`config.mk`:
```
export PLATFORM = sky130hd
export DESIGN_NAME = mem_stage
export DESIGN_NICKNAME = d
export VERILOG_FILES = /design/src/rtl/mem_stage.sv
export SDC_FILE = /design/constraint.sdc
export NUM_CORES = 1
export LEC_CHECK = 0
export CAP_MARGIN = 20
export CORE_ASPECT_RATIO = 0.9
export CORE_MARGIN = 8
export CORE_UTILIZATION = 44
export DETAILED_ROUTE_END_ITERATION = 10
export HOLD_SLACK_MARGIN = 0.03
export MAX_ROUTING_LAYER = met4
export PLACE_DENSITY = 0.85
export SETUP_SLACK_MARGIN = 0.2
export SLEW_MARGIN = 20
export SYNTH_ARGS = -nofsm -noshare
export SYNTH_HDL_FRONTEND = slang
export SYNTH_SLANG_ARGS = --single-unit
export TNS_END_PERCENT = 5
```
`constraint.sdc`:
```
create_clock -name clk -period 5.2 [get_ports clk]
set_clock_uncertainty 0.1 [all_clocks]
set_input_delay 1.04 -clock clk [delete_from_list [all_inputs] [get_ports clk]]
set_output_delay 1.04 -clock clk [all_outputs]
set_load 0.02 [all_outputs]
```
`src/rtl/mem_stage.sv`:
```
// MIPS MEM stage: issues data-memory loads/stores over req/ack, stalls the front of the
// pipeline while an access is outstanding, and builds the 71-bit MEM/WB bus.
module mem_stage #(
    parameter int unsigned TIMEOUT = 15
) (
    input  logic        clk,
    input  logic        rst_n,
    input  logic [1:0]  ex_mem_wr_con,
    input  logic [2:0]  ex_mem_mem_con,
    input  logic [31:0] ex_mem_pc_4_off,
    input  logic        ex_mem_zero,
    input  logic [31:0] ex_mem_alu_res,
    input  logic [31:0] ex_mem_data2,
    input  logic [4:0]  ex_mem_rd,
    output logic        dmem_req,
    output logic        dmem_we,
    output logic [31:0] dmem_addr,
    output logic [31:0] dmem_wdata,
    input  logic        dmem_ack,
    input  logic [31:0] dmem_rdata,
    output logic        stall,
    output logic        pc_src,
    output logic [31:0] branch_target,
    output logic        mem_err,
    output logic [70:0] mem_wb_out,
    output logic [1:0]  dbg_state
);

    // Handshake: dmem_req stays high with we/addr/wdata frozen until a one-cycle dmem_ack
    // (rdata valid alongside it) or until TIMEOUT request cycles elapse; ack outside BUSY is ignored.
    typedef enum logic [1:0] {
        S_IDLE = 2'd0,
        S_BUSY = 2'd1,
        S_DONE = 2'd2
    } state_t;

    localparam logic [7:0] LP_CNT_LAST = 8'(TIMEOUT - 1);

    state_t      r_state;
    state_t      w_next_state;
    logic        w_access;
    logic        w_is_write;
    logic        w_timeout;
    logic        w_stall;
    logic        w_req;
    logic [7:0]  r_cnt;
    logic        r_we;
    logic [31:0] r_addr;
    logic [31:0] r_wdata;
    logic [1:0]  r_wr_con;
    logic [31:0] r_alu_res;
    logic [4:0]  r_rd;
    logic [31:0] r_rdata;
    logic        r_mem_err;
    logic [70:0] r_mem_wb;

    assign w_access   = ex_mem_mem_con[1] | ex_mem_mem_con[0];
    // Read wins when both mem_read and mem_write are set.
    assign w_is_write = ex_mem_mem_con[0] & ~ex_mem_mem_con[1];
    assign w_timeout  = (r_cnt == LP_CNT_LAST);

    always_ff @(posedge clk) begin
        if (!rst_n) begin
            r_state <= S_IDLE;
        end else begin
            r_state <= w_next_state;
        end
    end

    always_comb begin
        w_next_state = r_state;
        case (r_state)
            S_IDLE:  if (w_access) w_next_state = S_BUSY;
            S_BUSY:  if (dmem_ack || w_timeout) w_next_state = S_DONE;
            S_DONE:  w_next_state = S_IDLE;
            default: w_next_state = S_IDLE;
        endcase
    end

    always_comb begin
        w_stall = 1'b0;
        w_req   = 1'b0;
        case (r_state)
            S_IDLE: w_stall = w_access;
            S_BUSY: begin
                w_stall = 1'b1;
                w_req   = 1'b1;
            end
            default: begin
                w_stall = 1'b0;
                w_req   = 1'b0;
            end
        endcase
    end

    always_ff @(posedge clk) begin
        if (!rst_n) begin
            r_cnt     <= 8'd0;
            r_we      <= 1'b0;
            r_addr    <= 32'h0;
            r_wdata   <= 32'h0;
            r_wr_con  <= 2'b00;
            r_alu_res <= 32'h0;
            r_rd      <= 5'd0;
            r_rdata   <= 32'h0;
            r_mem_err <= 1'b0;
            r_mem_wb  <= 71'h0;
        end else begin
            r_mem_err <= 1'b0;
            case (r_state)
                S_IDLE: begin
                    if (w_access) begin
                        r_addr    <= {ex_mem_alu_res[31:2], 2'b00};
                        r_wdata   <= ex_mem_data2;
                        r_we      <= w_is_write;
                        r_wr_con  <= ex_mem_wr_con;
                        r_alu_res <= ex_mem_alu_res;
                        r_rd      <= ex_mem_rd;
                        r_cnt     <= 8'd0;
                        r_mem_wb  <= 71'h0;
                    end else begin
                        r_mem_wb <= {ex_mem_wr_con, 32'h0, ex_mem_alu_res, ex_mem_rd};
                    end
                end
                S_BUSY: begin
                    r_mem_wb <= 71'h0;
                    if (dmem_ack) begin
                        r_rdata <= r_we ? 32'h0 : dmem_rdata;
                    end else if (w_timeout) begin
                        r_rdata   <= 32'h0;
                        r_mem_err <= 1'b1;
                    end else begin
                        r_cnt <= r_cnt + 8'd1;
                    end
                end
                S_DONE: begin
                    r_mem_wb <= {r_wr_con, r_rdata, r_alu_res, r_rd};
                end
                default: r_mem_wb <= 71'h0;
            endcase
        end
    end

    assign dmem_req      = w_req;
    assign stall         = w_stall;
    assign dmem_we       = r_we;
    assign dmem_addr     = r_addr;
    assign dmem_wdata    = r_wdata;
    assign pc_src        = ex_mem_mem_con[2] & ex_mem_zero;
    assign branch_target = ex_mem_pc_4_off;
    assign mem_err       = r_mem_err;
    assign mem_wb_out    = r_mem_wb;
    assign dbg_state     = r_state;

endmodule

```
==> run summary, run 1 <==
## Worst setup path
• Worst Path Max Fanout: 5
• endpoint required time on the critical path: 4060 ps
• R2R Path Start: r_cnt[0]
• element type at the critical path end: output pin
• launching instance or port of the critical path: ex_mem_mem_con[0]
• max incr delay on CP: 620 ps
• critical path class: primary input to output pin
• Crit path top cell by count: sky130_fd_sc_hd__clkdlybuf4s50_1
• CP startpoint kind: primary input
• critical path data arrival time: 2500 ps
• cell breakdown of the critical path: clkdlybuf4s50_1 -> nor3_1 -> nor2_1 -> clkdlybuf4s50_1
• cell at the slowest stage of the critical path: sky130_fd_sc_hd__clkdlybuf4s50_1
• depth of the most critical reg-to-reg path: 6

## Timing
• achievable frequency: 0.275 GHz
• Worst Setup Slack, final: 1560 ps
• slew at the pin with the worst max-slew slack: 937 ps
• number of endpoints with negative hold slack in the final report: 0
• unrepaired setup endpoints after global routing: false
• total setup violations reported at the end of the flow: 0
• final hold slack: 354 ps
• remaining max-slew budget at the tightest pin: 0.373
• total negative setup slack: 0 ps
• Slew Limit Fails: 0
• time the final worst path needs with I/O delays and setup: 3640 ps
• post-route fraction of the period consumed by the critical path: 0.699

## GRT
• largest net degree at the start of global routing: 63
• global-route total usage across every layer: 0.194
• vias in the first global route: 5574
• wire length of the first global-routing pass: 29.6 mm
• overall overflow remaining after global route: 0
• initial antenna violation count: 0

## Detailed routing
• number of DRC violations after detailed-routing iteration 0: 366
• post-detailed-route DRC marker count: 0
• Via Count: 5685
• final WL: 19.1 mm
• via density per instance: 5.15
• total iterations of the first detailed-routing run: 5
• routed wirelength normalized by instance count: 17.3 um
• Final ANT Viol Nets: 0

## Synthesis
• register bit count reported by yosys: 186
• asr flop ratio synth: 0
• leading cell types by total area after synthesis: sky130_fd_sc_hd__dfxtp_1 (55%), sky130_fd_sc_hd__nand2_1 (8.2%), sky130_fd_sc_hd__buf_4 (7.2%), sky130_fd_sc_hd__a21oi_1 (5.4%), sky130_fd_sc_hd__a32o_2 (5.0%)
• Yosys top cell by area: sky130_fd_sc_hd__dfxtp_1
• area share of the largest cell type after synthesis: 0.547
• leading post-synthesis cells by instance count: sky130_fd_sc_hd__dfxtp_1 (186), sky130_fd_sc_hd__nand2_1 (149), sky130_fd_sc_hd__a21oi_1 (74)
• cell with the most instances after synthesis: sky130_fd_sc_hd__dfxtp_1
• total of warnings raised by yosys: 0
• synth unique cells: 45
• top_reg_cell synth: sky130_fd_sc_hd__dfxtp_1
• Mapped Area: 0.00681 sq mm
• count of flip-flops with a built-in enable after synthesis: 0
• sequential share of the synthesized area: 0.547
• Post-Syn Area per Cell: 9.34 sq um
• number of instances in the synthesized netlist: 729

## Power
• Final Total Pwr: 3.24 mW
• worst vdd rail ir drop: 0.000228 V
• leakage power: 3.79 nW
• power per unit of standard cell area: 340 mW/mm^2

## Place
• global placer's final weighted congestion: 0.895
• final HPWL from detailed placement: 13.3 mm
• IO Port Bufs: 249
• DP Worst Slack: 1570 ps

## Clocking
• CTS clock-pin slew for the worst setup and hold paths: 70 ps
• cts repair resizes: 0
• CTS tree: built
• TritonCTS Buffers: 17
• root cell of the clock tree: sky130_fd_sc_hd__clkbuf_16
• maximum clock insertion buffer count: 2
• Clock H-tree levels: 4
• setup bufs post-CTS: 0
• clock insertion delay at the later pin of the skew report: 430 ps
• Sinks on Clock Net: 186
• # hold bufs at CTS: 0

## Die
• area of the die: 0.0197 sq mm
• count of standard-cell rows: 43
• vertical die dimension: 134 um
• Die Width: 147 um
• number of top-level design ports: 316
• starting utilization of the core area: 0.445
• Core Footprint: 0.0153 sq mm

## Cells and area
• share of final-layout standard cells stronger than drive strength 1: 0.0954
• Inserted Diodes: 0
• # fillers: 1273
• synthesis-to-finish area growth: 40.0%
• count of nets after finishing: 1032
• area used by multi-input combinational logic: 0.00237 sq mm
• Storage cell area: 0.00372 sq mm

## Job
• max-cap violation count: 0

## Hold path
• Hold Crit Depth: 2
• startpoint of the tightest hold check path: r_rd[1]
• class of the tightest hold or removal check: flip-flop to flip-flop

## Status
• status: finished, final reports clean

## registers in the layout (all words and copies together), names as in the netlist
name        count
dbg_state       2
dmem_wdata     32
mem_err         1
r_rdata        32
r_cnt           8
r_wr_con        2
r_rd            5
r_alu_res      32
dmem_we         1
mem_wb_out     71
## stage by stage
step | area (sq um) | utilization | instances
detailed placement | 8930 | 0.584 | 1071
global route | 9530 | 0.623 | 1103
floorplan | 6810 | - | 730
CTS | 9530 | 0.623 | 1103
global placement | 8930 | 0.584 | 1071
finish | 9530 | 0.623 | 1103
## power breakdown
part	leakage [nW]	switching, mW	internal (mW)
combinational	1.99	0.240	0.212
clock	0.284	0.617	0.647
sequential	1.52	0.0373	1.49
total	3.79	0.894	2.35
## path summary, 6_finish.rpt
path,endpoint,slack [ps]
worst min-delay path,r_rd[1],350
worst max register to register,r_rdata[7],3010
worst max-delay path,stall,1560
worst min register to register,r_rd[1],350
## layout make-up
type	instances	share of cell area
clock inverters	15	0.0183
well taps	202	0.0265
inverters	4	0.00158
repair buffers	257	0.269
flip-flops and latches	186	0.391
clock buffers	17	0.0447
multi-input cells	422	0.249
## worst max-delay path: cells and delay by family
family                 cells  cell delay (ps)
buffers and inverters      2             1230
AND/OR/NAND/NOR            2              210
## kinds of logic after synthesis
kind of cell,after synthesis,share of synthesized area
and+or+nand+nor,256,0.166
DFF,186,0.547
AOI/OAI and AO/OA,161,0.171
buffers and inverters,122,0.109
adders and majority gates,2,0.00368
muxes,1,0.00147
other,1,0.000551
## layout by cell type (no fill, tap or decap), drive strengths merged, types with 2 or more instances in the layout
cell and count:
conb 2, nor2 45, nand2b 2, clkinvlp 2, or3 2, clkbuf 17, a32o 32, nor3b 2
a211o 3, o21ai 5, and3 37, ha 2, inv 10, o21a 2, nand2 149, a22oi 39
nor3 6, clkinv 7, buf 9, dfxtp 186, nand3 5, a21oi 74, clkdlybuf4s50 248
## per-layer routing
layer / GRT usage / up-vias / routed length (um)
li1: - / 2754 / -
met1: 0.212 / 2685 / 7740
met2: 0.315 / 188 / 9330
met3: 0.0603 / 58 / 1290
met4: 0.101 / 0 / 725
met5: - / - / 0
Note: power is estimated with default switching activity, not from simulation.
==> run 2, diff against run 1 <==
--- a/config.mk
+++ b/config.mk
@@ -8,11 +8,11 @@
 export CAP_MARGIN = 20
 export CORE_ASPECT_RATIO = 0.9
 export CORE_MARGIN = 8
-export CORE_UTILIZATION = 44
+export CORE_UTILIZATION = 41
 export DETAILED_ROUTE_END_ITERATION = 10
 export HOLD_SLACK_MARGIN = 0.03
 export MAX_ROUTING_LAYER = met4
-export PLACE_DENSITY = 0.85
+export PLACE_DENSITY = 0.8
 export SETUP_SLACK_MARGIN = 0.2
 export SLEW_MARGIN = 20
 export SYNTH_ARGS = -nofsm -noshare
==> constraint.sdc (replaced) <==
create_clock -name clk -period 3.8 [get_ports clk]
set_clock_uncertainty 0.1 [all_clocks]
set_input_delay 0.76 -clock clk [delete_from_list [all_inputs] [get_ports clk]]
set_output_delay 0.76 -clock clk [all_outputs]
set_load 0.02 [all_outputs]
==> run 2 against run 1 <==
Compared with the run above:
- sequential share of layout area is 0.051 points higher
- power is 35% higher
- utilization is 3.6 points lower
- routed wire length is 0.22% higher
- critical path depth stayed put
- worst setup slack worse by 820 ps
- final cell count is 0.45% higher
- worst hold slack worse by 0.97 ps
- critical path type unchanged
- flip-flop and latch count stayed put
- largest cell class unchanged
- sequential power is 37% higher
==> run summary, run 2 (synthesized netlist as in run 1, its figures left out) <==
## Timing
• unrepaired setup endpoints after global routing: false
• achievable frequency: 0.327 GHz
• post-route fraction of the period consumed by the critical path: 0.805
• slew at the pin with the worst max-slew slack: 897 ps, -39.5 ps
• number of endpoints with negative hold slack in the final report: 0, unchanged
• Worst Setup Slack, final: 742 ps, -822 ps
• total setup violations reported at the end of the flow: 0, unchanged
• time the final worst path needs with I/O delays and setup: 3060 ps
• Slew Limit Fails: 0, unchanged
• total negative setup slack: 0 ps, unchanged
• remaining max-slew budget at the tightest pin: 0.402, +0.0287

## Die
• area of the die: 0.0210 sq mm, +6.5%
• Die Width: 152 um, +3.2%
• number of top-level design ports: 316, unchanged
• Core Footprint: 0.0162 sq mm, +5.9%
• vertical die dimension: 138 um, +3.2%
• starting utilization of the core area: 0.420, -0.0249
• count of standard-cell rows: 44, +2.3%

## Detailed routing
• final WL: 19.1 mm, +0.22%
• post-detailed-route DRC marker count: 0, unchanged
• Final ANT Viol Nets: 0, unchanged
• via density per instance: 5.06, -1.8%
• Via Count: 5610, -1.3%
• routed wirelength normalized by instance count: 17.3 um, -0.23%
• total iterations of the first detailed-routing run: 5, unchanged
• number of DRC violations after detailed-routing iteration 0: 341, -6.8%

## GRT
• initial antenna violation count: 0, unchanged
• largest net degree at the start of global routing: 73, +16%
• vias in the first global route: 5557, -0.30%
• wire length of the first global-routing pass: 30.2 mm, +1.9%
• overall overflow remaining after global route: 0, unchanged
• global-route total usage across every layer: 0.182, -0.0119

## Clocking
• # hold bufs at CTS: 0, unchanged
• root cell of the clock tree: sky130_fd_sc_hd__clkbuf_16
• clock insertion delay at the later pin of the skew report: 410 ps, -20 ps
• Clock H-tree levels: 4, unchanged
• CTS tree: built
• maximum clock insertion buffer count: 2, unchanged
• TritonCTS Buffers: 17, unchanged
• setup bufs post-CTS: 0, unchanged
• cts repair resizes: 0, unchanged
• Sinks on Clock Net: 186, unchanged
• CTS clock-pin slew for the worst setup and hold paths: 60 ps, about the same

## Power
• leakage power: 3.78 nW, -0.11%
• share of power burned in registers: 0.478, +0.007
• internal power component: 3.20 mW, +36%
• Comb power frac: 0.144, +0.005
• switching power total: 1.17 mW, +31%
• fraction of power spent switching nets: 0.268, -0.00821
• share of total power in the clock network: 0.378, -0.012
• power per unit of standard cell area: 459 mW/mm^2, +35%
• worst vdd rail ir drop: 0.000376 V, +65%

## Cells and area
• Inserted Diodes: 0, unchanged
• commonest non-fill, non-tap cell in the layout: sky130_fd_sc_hd__clkdlybuf4s50_1
• Storage cell area: 0.00372 sq mm, unchanged
• share of final-layout standard cells stronger than drive strength 1: 0.0932, -0.00222
• Largest register FFs: 71, unchanged
• # fillers: 1371, +7.7%
• most used cells in the layout excluding fill and tap cells: sky130_fd_sc_hd__clkdlybuf4s50_1 (248), sky130_fd_sc_hd__dfxtp_1 (186), sky130_fd_sc_hd__nand2_1 (149), sky130_fd_sc_hd__a21oi_1 (74), sky130_fd_sc_hd__nor2_1 (45)
• final core occ: 0.588, -0.0357
• count of nets after finishing: 1032, unchanged
• non-filler cells, final: 1108, +0.45%
• area used by multi-input combinational logic: 0.00237 sq mm, unchanged
• synthesis-to-finish area growth: 39.8%

## Hold path
• class of the tightest hold or removal check: flip-flop to flip-flop

## Worst setup path
• Worst Path Max Fanout: 5, unchanged
• endpoint required time on the critical path: 2940 ps, -1120 ps
• CP startpoint kind: primary input
• critical path class: primary input to output pin
• critical path data arrival time: 2200 ps, -300 ps
• element type at the critical path end: output pin

## Job
• max-cap violation count: 0, unchanged

## Place
• final HPWL from detailed placement: 13.0 mm, -2.3%
• IO Port Bufs: 249, unchanged
• DP Worst Slack: 749 ps, -824 ps
• global placer's final weighted congestion: 0.813, -9.1%
• post-placement cell count: 1076, +0.47%

## Status
• status: finished, final reports clean

-- run 2: changes by cell type in the layout (fill, tap and decap cells not counted) --
cell and change:
sky130_fd_sc_hd__clkbuf_1 +2, sky130_fd_sc_hd__clkinv_2 +3, sky130_fd_sc_hd__buf_4 -3, sky130_fd_sc_hd__inv_8 +1
sky130_fd_sc_hd__buf_12 +3, sky130_fd_sc_hd__clkinv_4 -2, sky130_fd_sc_hd__inv_6 +1, sky130_fd_sc_hd__clkinv_8 -5
-- run 2: final cells by class --
class,count,area share
Multi-Input combinational cell,422,0.250
Clock inverter,13,0.0116
Timing Repair Buffer,257,0.273
Inverter,4,0.00158
Tap cell,207,0.0272
Sequential cell,186,0.391
Clock buffer,19,0.0455
-- run 2: final timing paths --
check / startpoint / endpoint / slack [ps] / depth (start not counted)
setup / recovery: ex_mem_mem_con[0] / stall / 740 / 4
hold reg to reg: dmem_wdata[19] / dmem_wdata[19] / 350 / 2
setup reg to reg: r_cnt[0] / r_rdata[30] / 1600 / 6
hold / removal: dmem_wdata[19] / dmem_wdata[19] / 350 / 2
-- run 2: power groups by stage --
stage               registers [mW]  logic, mW  clock network [mW]
global placement              2.13      0.624                   0
detailed placement            2.13      0.632                   0
finish                        2.09      0.627                1.65
CTS                           2.09      0.635                1.70
global route                  2.10      0.675                1.79
floorplan                     2.17      0.341                   0
-- run 2: per-layer routing --
layer,part of all wire,vias up,routed length (um),global-route usage
met4,0.028,0,537,0.0770
li1,-,2745,-,-
met2,0.48,220,9140,0.288
met3,0.070,38,1350,0.0571
met1,0.42,2607,8100,0.210
met5,0,-,0,-
-- run 2: per-stage QoR --
step                      total power, mW  cell area [sq um]  hold slack, ps
after floorplan                      2.51               6810             336
after global placement               2.75               8970             340
after detailed placement             2.76               8970             346
after CTS                            4.42               9510             355
after global routing                 4.56               9510             378
final                                4.36               9510             353
-- run 2: critical path: stages --
cell and delay, ps:
sky130_fd_sc_hd__clkdlybuf4s50_1 610, sky130_fd_sc_hd__nor3_1 90, sky130_fd_sc_hd__nor2_1 120, sky130_fd_sc_hd__clkdlybuf4s50_1 620
